<file path="src/rtl/proc_io_pkg.sv">
// proc_io_pkg: sample type and processor port-map constants
// shared by the processor input-side buffer.
package proc_io_pkg;

  localparam int PROC_DW = 32;

  typedef logic signed [PROC_DW-1:0] sample_t;

  // processor port map
  localparam int       PROC_IN_PORT     = 0;
  localparam int       PROC_REQ_IN_BIT  = 0;
  localparam int       PROC_OUT_PORT    = 1;
  localparam int       PROC_OUT_EN_VAL  = 2;

endpackage

</file>
<file path="src/rtl/proc_in_fifo_if.sv">
// proc_in_fifo_if: valid/ready sample stream from the
// acquisition side into the processor input buffer.
interface proc_in_fifo_if
  #(parameter int DW = proc_io_pkg::PROC_DW)
  ();

  logic signed [DW-1:0] s_data;
  logic                 s_valid;
  logic                 s_ready;

  modport master (
    output s_data,
    output s_valid,
    input  s_ready
  );

  modport slave (
    input  s_data,
    input  s_valid,
    output s_ready
  );

endinterface

</file>
<file path="src/rtl/proc_in_fifo_mem.sv">
// proc_in_fifo_mem: DEPTH x DW simple dual-port storage,
// synchronous write, asynchronous read of the head entry.
module proc_in_fifo_mem
  #(parameter int DW    = 32,
    parameter int DEPTH = 16,
    parameter int AW    = $clog2(DEPTH))
  (
    input  logic          clk,
    input  logic          we,
    input  logic [AW-1:0] waddr,
    input  logic [DW-1:0] wdata,
    input  logic [AW-1:0] raddr,
    output logic [DW-1:0] rdata
  );

  logic [DW-1:0] mem [DEPTH];

  always_ff @(posedge clk) begin
    if (we) mem[waddr] <= wdata;
  end

  assign rdata = mem[raddr];

endmodule

</file>
<file path="src/rtl/proc_in_fifo.sv">
// proc_in_fifo: FWFT input buffer feeding processor port 0.
// PROC_IN_FIFO_STATS_EN adds pop / empty-read counters.
module proc_in_fifo
  import proc_io_pkg::*;
  #(parameter int DW        = PROC_DW,
    parameter int DEPTH     = 16,
    parameter int AFULL_LVL = 12)
  (
    input  logic                         clk,
    input  logic                         rst,
    proc_in_fifo_if.slave                s,
    input  logic                         proc_req_in,
    output logic signed [DW-1:0]         proc_io_in,
    output logic [$clog2(DEPTH):0]       level,
    output logic                         afull,
    output logic                         underflow,
    input  logic                         clr_flags
`ifdef PROC_IN_FIFO_STATS_EN
    ,
    output logic [31:0]                  rd_cnt,
    output logic [15:0]                  uf_cnt
`endif
  );

  localparam int AW = $clog2(DEPTH);
  localparam int LW = AW + 1;

  logic [AW-1:0] wptr;
  logic [AW-1:0] rptr;
  logic [LW-1:0] level_nxt;
  logic [DW-1:0] head;
  logic [DW-1:0] last_q;
  logic          full;
  logic          empty;
  logic          push;
  logic          pop;
  logic          rd_empty;

  assign full     = (level == LW'(DEPTH));
  assign empty    = (level == '0);
  assign s.s_ready = !full && !rst;
  assign push     = s.s_valid && s.s_ready;
  assign pop      = proc_req_in && !empty;
  assign rd_empty = proc_req_in && empty;

  // empty reads hold the last delivered sample
  assign proc_io_in = empty ? last_q : head;

  proc_in_fifo_mem #(.DW(DW), .DEPTH(DEPTH)) u_mem (
    .clk   (clk),
    .we    (push),
    .waddr (wptr),
    .wdata (s.s_data),
    .raddr (rptr),
    .rdata (head)
  );

  always_comb begin
    level_nxt = level;
    unique case ({push, pop})
      2'b10:   level_nxt = level + LW'(1);
      2'b01:   level_nxt = level - LW'(1);
      default: level_nxt = level;
    endcase
  end

  always_ff @(posedge clk) begin
    if (rst) begin
      wptr      <= '0;
      rptr      <= '0;
      level     <= '0;
      afull     <= 1'b0;
      last_q    <= '0;
      underflow <= 1'b0;
    end else begin
      if (push) wptr <= wptr + AW'(1);
      if (pop) begin
        rptr   <= rptr + AW'(1);
        last_q <= head;
      end
      level <= level_nxt;
      afull <= (level_nxt >= LW'(AFULL_LVL));
      if (clr_flags)     underflow <= 1'b0;
      else if (rd_empty) underflow <= 1'b1;
    end
  end

`ifdef PROC_IN_FIFO_STATS_EN
  always_ff @(posedge clk) begin
    if (rst || clr_flags) begin
      rd_cnt <= '0;
      uf_cnt <= '0;
    end else begin
      if (pop) rd_cnt <= rd_cnt + 32'd1;
      if (rd_empty && uf_cnt != 16'hFFFF)
        uf_cnt <= uf_cnt + 16'd1;
    end
  end
`endif

endmodule

</file>
<file path="src/flat_wrapper.sv">
// flat-port wrapper written by rule: the top's interface ports become plain ports
module proc_in_fifo_flat import proc_io_pkg::*;
#(parameter int DW        = PROC_DW,
    parameter int DEPTH     = 16,
    parameter int AFULL_LVL = 12)
  (clk, rst, proc_req_in, proc_io_in, level, afull, underflow, clr_flags, s_s_data, s_s_valid, s_s_ready);
  proc_in_fifo_if #(.DW(DW)) s_i ();
  input  logic clk;
  input  logic rst;
  input  logic proc_req_in;
  output logic signed [DW-1:0] proc_io_in;
  output logic [$clog2(DEPTH):0] level;
  output logic afull;
  output logic underflow;
  input  logic clr_flags;
  input wire logic [$bits(s_i.s_data)-1:0] s_s_data;
  input wire logic [$bits(s_i.s_valid)-1:0] s_s_valid;
  output wire logic [$bits(s_i.s_ready)-1:0] s_s_ready;
  assign s_i.s_data = s_s_data;
  assign s_i.s_valid = s_s_valid;
  assign s_s_ready = s_i.s_ready;
  proc_in_fifo #(.DW(DW), .DEPTH(DEPTH), .AFULL_LVL(AFULL_LVL)) u_core (.clk(clk), .rst(rst), .s(s_i), .proc_req_in(proc_req_in), .proc_io_in(proc_io_in), .level(level), .afull(afull), .underflow(underflow), .clr_flags(clr_flags));
endmodule
</file>
<file path="config.mk">
export PLATFORM = sky130hd
export DESIGN_NAME = proc_in_fifo_flat
export DESIGN_NICKNAME = d
export VERILOG_FILES = /design/src/rtl/proc_io_pkg.sv /design/src/rtl/proc_in_fifo_if.sv /design/src/rtl/proc_in_fifo_mem.sv /design/src/rtl/proc_in_fifo.sv /design/src/flat_wrapper.sv
export SDC_FILE = /design/constraint.sdc
export NUM_CORES = 1
export LEC_CHECK = 0
export BUFFER_PORTS_ARGS = -buffer_cell sky130_fd_sc_hd__buf_2
export CAP_MARGIN = 20
export CORE_ASPECT_RATIO = 0.7
export CORE_MARGIN = 5
export CORE_UTILIZATION = 36
export CTS_CLUSTER_DIAMETER = 120
export DETAILED_ROUTE_END_ITERATION = 10
export PLACE_DENSITY = 0.55
export SYNTH_ARGS = -nofsm -noshare
export SYNTH_HDL_FRONTEND = slang
export SYNTH_HIERARCHICAL = 1
export SYNTH_SLANG_ARGS = --single-unit
</file>
<file path="constraint.sdc">
create_clock -name clk -period 6.5 [get_ports clk]
set_input_delay 0.65 -clock clk [delete_from_list [all_inputs] [get_ports clk]]
set_output_delay 0.65 -clock clk [all_outputs]
set_load 0.05 [all_outputs]
</file>
# [Yosys cells after proc, flatten, opt, wreduce, memory -nomap -nowiden]
# Memories as Yosys holds them, arrays and structs flattened. A register that Yosys moved wholly into a read port is not among the register bits.
# Cells that the tools add are included.
[totals] reg_bits=47 latchBits=0 ramBits=512 rom_bits=0 input_bits=37 out_inout_bits=40 wordCells=30 n_memories=1
[op_classes] n_addsub=4 multipliers=0 div_mod_pow=0 n_lt_le_gt_ge=1 n_eq_ne=3 n_shift=0 n_mux=6 n_bitwise=0 n_reduce_logical=9
[memory_table] memory="u_core.u_mem.mem" words=16 width=32 read_ports=1 rd_ports_with_merged_regs=1 write_ports=1 line_no="proc_in_fifo_mem.sv:16" rtl="logic [DW-1:0] mem [DEPTH];"
[op_table] cell="$mux 32" count=1
[op_table] cell="$pmux 5 s2" count=1
[op_table] cell="$add 4x1->4 const B" count=2
[op_table] cell="$mux 4" count=2
[op_table] cell="$add 5x1->5 const B" count=1
[op_table] cell="$eq 5x5->1 const B" count=1
[op_table] cell="$ge 5x4->1 const B" count=1
[op_table] cell="$logic_not 5->1" count=1
[op_table] cell="$sub 5x1->5 const B" count=1
[op_table] cell="$logic_and 1x1->1" count=4
[op_table] cell="$logic_not 1->1" count=3
[op_table] cell="$eq 2x1->1 const B" count=1
[op_table] cell="$eq 2x2->1 const B" count=1
[op_table] cell="$mux 1" count=2
[op_table] cell="$reduce_or 2->1" count=1

# [Depth between registers and ports, before layout]
# Gate-level depths: netlist of run 1.
[depth] depth_word=7 mapped_depth=11 depth_no_buf=10

# [Modules after synthesis]
# Netlist of run 1, hierarchy kept.
[by_module_without_submodules] module="proc_in_fifo_mem" n_inst=1 cells_per_inst=806 area_each_um2=19213.4 seq_area_each_um2=15374.7
[by_module_without_submodules] module="proc_in_fifo" n_inst=1 cells_per_inst=268 area_each_um2=2328.5 seq_area_each_um2=940.9

# [Worst setup path after synthesis of run 1]
# OpenSTA, ideal clock, no wires.
[synth_timing] kind="register to register" from="register u_core.level[0]" to="memory u_core.u_mem.mem[0][0], enable pin" setup_time_ps=461 arrival_time_ps=4779 required_time_ps=6039 path_slack_ps=1260 path_stages_with_launch=7 path_buffers=0 synth_period_minus_slack_ps=5240 cell_sequence="dfxtp_1 -> nor4_1 -> a21oi_1 -> nand2_1 -> inv_1 -> or3b_2 -> nor3_1"
[synth_via] elab_chain_cells=6
[synth_lines] element="start, declared" line_no="proc_in_fifo.sv:14" rtl="output logic [$clog2(DEPTH):0] level,"
[synth_lines] element="start signal, assigned" line_no="proc_in_fifo.sv:81" rtl="level <= level_nxt;"
[synth_lines] element="$eq 5x5->1" line_no="proc_in_fifo.sv:39" rtl="assign full = (level == LW'(DEPTH));"
[synth_lines] element="$logic_not 1->1" line_no="proc_in_fifo.sv:41" rtl="assign s.s_ready = !full && !rst;"
[synth_lines] element="$logic_and 1x1->1" line_no="proc_in_fifo.sv:41"
[synth_lines] element="net s_s_ready" line_no="flat_wrapper.sv:18" rtl="output wire logic [$bits(s_i.s_ready)-1:0] s_s_ready;"
[synth_lines] element="$logic_and 1x1->1" line_no="proc_in_fifo.sv:42" rtl="assign push = s.s_valid && s.s_ready;"
[synth_lines] element="net u_core.push" line_no="proc_in_fifo.sv:35" rtl="logic push;"
[synth_lines] element="$mux 1" line_no="proc_in_fifo_mem.sv:19" rtl="if (we) mem[waddr] <= wdata;"
[synth_lines] element="$mux 1 (implied by the code)" line_no="proc_in_fifo_mem.sv:19"
[synth_lines] element="end, declared" line_no="proc_in_fifo_mem.sv:16"
# The timed path passes the listed nets, and every way through them passes these cells.

# [Worst setup path in the final report of run 1]
[layout_timing] from="register u_core.level[2]" to="register u_core.afull"
[layout_via] elab_chain_cells=7 word_cells_on_any_way=13 classes_between="add/sub: 2; order compare: 1; eq/ne: 3; mux: 1; reduce/logical: 6"
[layout_lines] element="$eq 5x5->1" line_no="proc_in_fifo.sv:39"
[layout_lines] element="$logic_not 1->1" line_no="proc_in_fifo.sv:41"
[layout_lines] element="$logic_and 1x1->1" line_no="proc_in_fifo.sv:41"
[layout_lines] element="$logic_and 1x1->1" line_no="proc_in_fifo.sv:42"
[layout_lines] element="$eq 2x1->1 or $eq 2x2->1 (tied branches)" line_no="proc_in_fifo.sv:60" rtl="unique case ({push, pop})"
[layout_lines] element="$pmux 5 s2 *" line_no="proc_in_fifo.sv:60"
[layout_lines] element="$ge 5x4->1 *" line_no="proc_in_fifo.sv:82" rtl="afull <= (level_nxt >= LW'(AFULL_LVL));"
[layout_lines] element="end signal, assigned" line_no="proc_in_fifo.sv:82"
[layout_lines] element="end, declared" line_no="proc_in_fifo.sv:15" rtl="output logic afull,"
# Mark *: on every way between the ends. The rest lies on a longest branch, timed or not.
# A chain may end at the register's enable or synchronous reset.

==> results of run 1 <==
==> kinds of logic (layout without fill, tap and decap cells) <==
kind of cell	count (synthesis)	in the layout	share of synthesized area (%)
multiplexers	162	162	15.1
AND/OR/NAND/NOR	157	157	3.06
buffers and inverters	68	210	1.73
flip-flops	559	559	75.7
adder cells (fa/ha/maj)	7	7	0.441
XOR/XNOR	7	7	0.285
AO/OA/AOI/OAI	114	114	3.60
==> metal layers <==
metal	track usage, %	part of all wire (%)	vias up
li1	-	-	4581
met1	23.7	46	5668
met2	24.1	46	305
met3	3.17	6.4	72
met4	2.64	1.4	8
met5	0	0.084	-
==> worst min-delay path by stage <==
stage / from / endpoint
3_5_place_dp: u_core/last_q[19]$_SDFFE_PP0P_ / u_core/last_q[19]$_SDFFE_PP0P_
4_1_cts: clr_flags / u_core/underflow$_SDFFE_PP0P_
2_1_floorplan: u_core/last_q[0]$_SDFFE_PP0P_ / u_core/last_q[0]$_SDFFE_PP0P_
3_3_place_gp: u_core/last_q[0]$_SDFFE_PP0P_ / u_core/last_q[0]$_SDFFE_PP0P_
6_report: clr_flags / u_core/underflow$_SDFFE_PP0P_
5_1_grt: clr_flags / u_core/underflow$_SDFFE_PP0P_
==> metrics by stage <==
stage,std cells,setup WS (ns),util [%],power (mW)
after floorplan,1074,1.26,-,6.21
after global placement,1926,2.39,38.5,6.81
after detailed placement,1927,2.40,38.6,6.82
after CTS,2024,2.21,41.4,9.87
after global routing,2024,2.07,41.4,10.2
final,2024,2.36,41.4,9.74
==> power by group through the flow <==
stage               clock, mW  combinational [mW]  sequential, mW
floorplan                   0                1.98            4.23
global placement            0                2.57            4.24
detailed placement          0                2.57            4.25
CTS                      3.12                2.58            4.17
global route             3.29                2.69            4.19
finish                   3.04                2.53            4.17
==> sequential cells by signal (all words and copies together) (netlist names) <==
register,flops
u_core/afull,1
u_core/rptr,4
u_core/level,5
u_core/underflow,1
u_core/wptr,4
u_core/u_mem/mem,512
u_core/last_q,32
==> area by class of cell <==
| class | count | area (um^2) | area share (%) |
|---|---|---|---|
| multi-input combinational | 447 | 4990 | 20.2 |
| clock buffer | 77 | 1510 | 6.11 |
| timing repair buffer | 104 | 628 | 2.54 |
| sequential | 559 | 16300 | 66.1 |
| inverter | 9 | 33.8 | 0.137 |
| clock inverter | 20 | 198 | 0.801 |
| tap | 808 | 1010 | 4.09 |
==> synthesized netlist by cell type, types with 3 or more instances <==
| library cell | n | area, um^2 |
|---|---|---|
| edfxtp_1 | 512 | 15400 |
| dfxtp_1 | 47 | 941 |
| nor2_1 | 23 | 86.3 |
| nand2b_1 | 4 | 25.0 |
| nor3_1 | 6 | 30.0 |
| inv_1 | 8 | 30.0 |
| nand2_1 | 108 | 405 |
| o21ai_0 | 3 | 15.0 |
| mux4_2 | 128 | 2880 |
| buf_6 | 8 | 90.1 |
| mux2_2 | 30 | 338 |
| clkbuf_1 | 24 | 90.1 |
| xnor2_1 | 4 | 35.0 |
| buf_2 | 4 | 20.0 |
| buf_1 | 9 | 33.8 |
| xor2_1 | 3 | 26.3 |
| a22oi_1 | 64 | 480 |
| nor2b_1 | 3 | 18.8 |
| buf_4 | 14 | 105 |
| a21oi_1 | 36 | 180 |
| ha_1 | 6 | 75.1 |
==> impl_metrics.toml, run 1 <==
[run_status]
status = "finished, final reports clean"

[layout]
fill_cells = 5221
final_cell_mix = "edfxtp_1 (512), mux4_2 (128), nand2_1 (108)"
design_area_mm2 = 0.0247
diodes = 0
final_nets = 1218
areaGrowthSynthToFinish_pct = 14.6
final_common_cell = "edfxtp_1"
drive_gt1_share_pct = 29.6

[floorplanning]
dieArea_mm2 = 0.0649
start_util_pct = 36.2
io_pins = 77
core_area_mm2 = 0.0596
die_h_um = 215
die_x_um = 302
rows = 75

[place]
gp_congestion = 0.726
portBuffers = 76
hpwlAfterDp_mm = 26.9
post_dp_cell_area_mm2 = 0.0230

[route]
drt_iter0_markers = 814
vias = 10600
drt_wl_total_mm = 51.3
detail-route-antenna-nets = 0
drc = 0
drt_first_pass_iters = 5
wl_per_cell_um = 25.3
viasPerCell = 5.25

[global_routing]
grt_pass1_wl_mm = 75.1
antenna_found_initial = 5
grt_max_degree = 77
overflow = 0
grt_pass1_vias = 10800
grtUsageTotal_pct = 15.7

[clock_tree]
hold_buffers = 0
path_clk_slew_ns = 0.06
clk_path_buf_depth = 3
clock_latency_ns = 0.58
cts-root-buf = "clkbuf_16"
post-cts-setup-buffer-count = 0
htreeDepth = 2
cts_buffers = 53
ctsResizeCount = 0
cts_tree = "built"
cts.sinks = 559

[synth]
ys_warn_count = 6
synth_seq_cells = 559
syn_area_mm2 = 0.0215
syn_inst = 1074
ys_types = 45
synth-edff-count = 512
syn_avg_cell_area_um2 = 20.1
synth_nets = 1118
async_flop_share_pct = 0
ys_seq_area_share_pct = 75.7
synthFlopType = "edfxtp_1"

[critical_path]
r2r_slack_ns = 2.36
worstPathArrival_ns = 4.60
worstSetupPathType = "flop to flop"
cp_max_fo = 35
slowest_delay_ns = 0.60
path_buf_inv = 2
critical_path_depth = 10
path_cells = "or4_4 -> o21ai_4 -> buf_4 -> inv_2 -> ha_1 -> ha_1 -> a21o_1 -> a2111oi_0 -> o311ai_0 -> o311ai_0"
crit_path_end_kind = "flop"
crit_family = "compound AO/OA/AOI/OAI gates"
worstPathRequired_ns = 6.96
startpoint_type = "flop"
reg2reg_to = "u_core/afull$_SDFF_PP0_"
cp_slowest_cell = "or4_4"
reg2reg_depth = 10
crit-reg2reg-launch = "u_core/level[2]$_SDFF_PP0_"
crit_path_end = "u_core/afull$_SDFF_PP0_"
worstSetupStartpoint = "u_core/level[2]$_SDFF_PP0_"

[timing]
skew_ns = 0.0148
timing.hold.ws_ns = 0.235
min_period_over_period_pct = 63.7
hold_viol = 0
rsz0062_at_grt = "no"
relSlewSlack_pct = 34.6
fin_crit_ns = 4.14
slew_viol_final = 0
max_freq_mhz = 242
fin_tns_setup_ns = 0
finalSetupViolCount = 0
worst_pin_slew_ns = 0.981

[power]
p_per_area_mw_per_mm2 = 394
clockPowerShare_pct = 31.3
power.switching_mw = 3.08
p_leak_nw = 7.76
p_int_mw = 6.66
p_comb_share_pct = 26.0
swShare_pct = 31.7
peakVddDrop_mv = 0.235
seqPwrFrac_pct = 42.8

[hold_path]
hold_path_depth = 2
hp-class = "input pin to flop"

[job]
cap_violations = 0
Note: power is estimated with default switching activity, not from simulation.
==> inputs of run 2 (changes only) <==
--- a/config.mk
+++ b/config.mk
@@ -12,7 +12,7 @@
 export CORE_UTILIZATION = 36
 export CTS_CLUSTER_DIAMETER = 120
 export DETAILED_ROUTE_END_ITERATION = 10
-export PLACE_DENSITY = 0.55
+export PLACE_DENSITY = 0.57
 export SYNTH_ARGS = -nofsm -noshare
 export SYNTH_HDL_FRONTEND = slang
 export SYNTH_HIERARCHICAL = 1
==> constraint.sdc (replaced) <==
create_clock -name clk -period 3.5 [get_ports clk]
set_input_delay 0.35 -clock clk [delete_from_list [all_inputs] [get_ports clk]]
set_output_delay 0.35 -clock clk [all_outputs]
set_load 0.05 [all_outputs]
==> run 2 against run 1 <==
Against the previous run: sequential cell count is the same; routed wire length fell by 2.3%; count of clock-buffer cells in the layout shrank 15; final area up 1.7%; total power is 87% higher; clock skew grew 0.014 ns; via count increased by 0.56%; clock power up 87%; non-clock buffer count grew 25.
==> impl_metrics.toml, run 2 (synthesis results as in run 1) <==
[job]
cap_violations = 0

[timing]
finalSetupViolCount = 0
worst_pin_slew_ns = 0.739
fin_tns_setup_ns = 0
rsz0062_at_grt = "no"
relSlewSlack_pct = 50.6
max_freq_mhz = 306
slew_viol_final = 0
fin_crit_ns = 3.27
hold_viol = 0
min_period_over_period_pct = 93.5
skew_ns = 0.0283

[route]
viasPerCell = 5.21
detail-route-antenna-nets = 0
drc = 0
drt_first_pass_iters = 7
wl_per_cell_um = 24.4
drt_iter0_markers = 1096
drt_wl_total_mm = 50.1
vias = 10700

[global_routing]
overflow = 0
grtUsageTotal_pct = 15.4
grt_pass1_vias = 10900
grt_max_degree = 53
grt_pass1_wl_mm = 73.8
antenna_found_initial = 3

[clock_tree]
clock_latency_ns = 0.62
cts.sinks = 559
cts_tree = "built"
ctsResizeCount = 0
cts_buffers = 55
path_clk_slew_ns = 0.06
post-cts-setup-buffer-count = 0
clk_path_buf_depth = 3
htreeDepth = 2
cts-root-buf = "clkbuf_16"

[place]
hpwlAfterDp_mm = 28.1
portBuffers = 76
gp_congestion = 0.716

[hold_path]
hold_path_depth = 1
worstHoldEndpoint = "u_core/u_mem/mem[6][27]$_DFFE_PP_"
hp-class = "input pin to flop"
min-delay-start = "s_s_data[27]"

[floorplanning]
core_area_mm2 = 0.0596
die_x_um = 302
io_pins = 77
die_h_um = 215
rows = 75
dieArea_mm2 = 0.0649
start_util_pct = 36.2

[critical_path]
r2r_slack_ns = 0.61
worstPathArrival_ns = 2.92
reg2reg_to = "u_core/afull$_SDFF_PP0_"
cp_max_fo = 48
crit-reg2reg-launch = "u_core/level[2]$_SDFF_PP0_"
reg2reg_depth = 9
worstSetupPathType = "flop to output pin"
crit_path_end_kind = "output pin"
startpoint_type = "flop"
worstPathRequired_ns = 3.15

[power]
p_per_area_mw_per_mm2 = 727
p_leak_nw = 7.94
peakVddDrop_mv = 0.441
power_mw = 18.2

[layout]
final_cell_mix = "edfxtp_1 (512), mux4_2 (128), nand2_1 (108)"
fill_cells = 5159
reg.largest.list = "u_core/u_mem/mem (512), u_core/last_q (32), u_core/level (5)"
drive_gt1_share_pct = 32.0
largest_register_ffs = 512
final_nets = 1245
multi_input_area_mm2 = 0.00502
areaGrowthSynthToFinish_pct = 16.5
diodes = 0
final_common_cell = "edfxtp_1"
seq_area_mm2 = 0.0163
regMostFlops = "u_core/u_mem/mem"

[run_status]
status = "finished, final reports clean"
==> run 2: power by group <==
| group | total (mW) | internal, mW | switching (mW) |
|---|---|---|---|
| Sequential | 7.69 | 7.53 | 0.164 |
| Combinational | 4.88 | 1.69 | 3.20 |
| Clock | 5.67 | 3.15 | 2.51 |
==> run 2: cell type report <==
type / count / area share, %
flip-flops and latches: 559 / 65.0
multi-input cells: 447 / 20.0
clock buffers: 62 / 5.67
well taps: 808 / 4.03
repair buffers: 129 / 3.91
clock inverters: 39 / 1.21
inverters: 9 / 0.135
==> run 2: worst max path at each step <==
stage	startpoint	endpoint	slack (ns)	cells after the start
5_1_grt	u_core/rptr[0]$_SDFFE_PP0P_	proc_io_in[1]	0.04	6
3_3_place_gp	u_core/level[2]$_SDFF_PP0_	u_core/afull$_SDFF_PP0_	0.69	9
4_1_cts	u_core/rptr[0]$_SDFFE_PP0P_	proc_io_in[14]	0.17	6
2_1_floorplan	u_core/level[4]$_SDFF_PP0_	u_core/u_mem/mem[0][0]$_DFFE_PP_	0.15	6
6_report	u_core/rptr[0]$_SDFFE_PP0P_	proc_io_in[3]	0.23	6
3_5_place_dp	u_core/level[2]$_SDFF_PP0_	u_core/afull$_SDFF_PP0_	0.64	9
==> run 2: what timing repair did <==
| item | 4_1_cts | 5_1_grt |
|---|---|---|
| hold buffers | 1 | 0 |
| endpoints found under the setup margin | 0 | 0 |
| hold endpoints to repair | 1 | 0 |
==> run 2: critical path, stage by stage, from the launching register on <==
cell and delay [ns]:
dfxtp_4 0.39, buf_12 0.34, mux4_2 0.58, a22oi_1 0.28, nand2_1 0.17, mux2_2 0.29
buf_2 0.21
==> run 2: routing by layer <==
| metal | vias to the layer above | global-route usage, % | wire (um) |
|---|---|---|---|
| li1 | 4641 | - | - |
| met1 | 5706 | 23.3 | 23500 |
| met4 | 4 | 3.19 | 660 |
| met3 | 58 | 2.99 | 2790 |
| met5 | - | 0 | 25 |
| met2 | 285 | 23.2 | 23100 |
==> run 2: stage by stage <==
stage	hold WS (ns)	cells	area, um^2	utilization (%)	worst slack (ns)
6_report	0.106	2053	25100	42.1	0.227
5_1_grt	0.0871	2053	25100	42.1	0.0364
4_1_cts	0.0681	2053	25100	42.1	0.166
3_5_place_dp	0.446	1951	23400	39.2	0.638
3_3_place_gp	0.438	1951	23400	39.2	0.688
2_1_floorplan	0.427	1074	21600	-	0.153
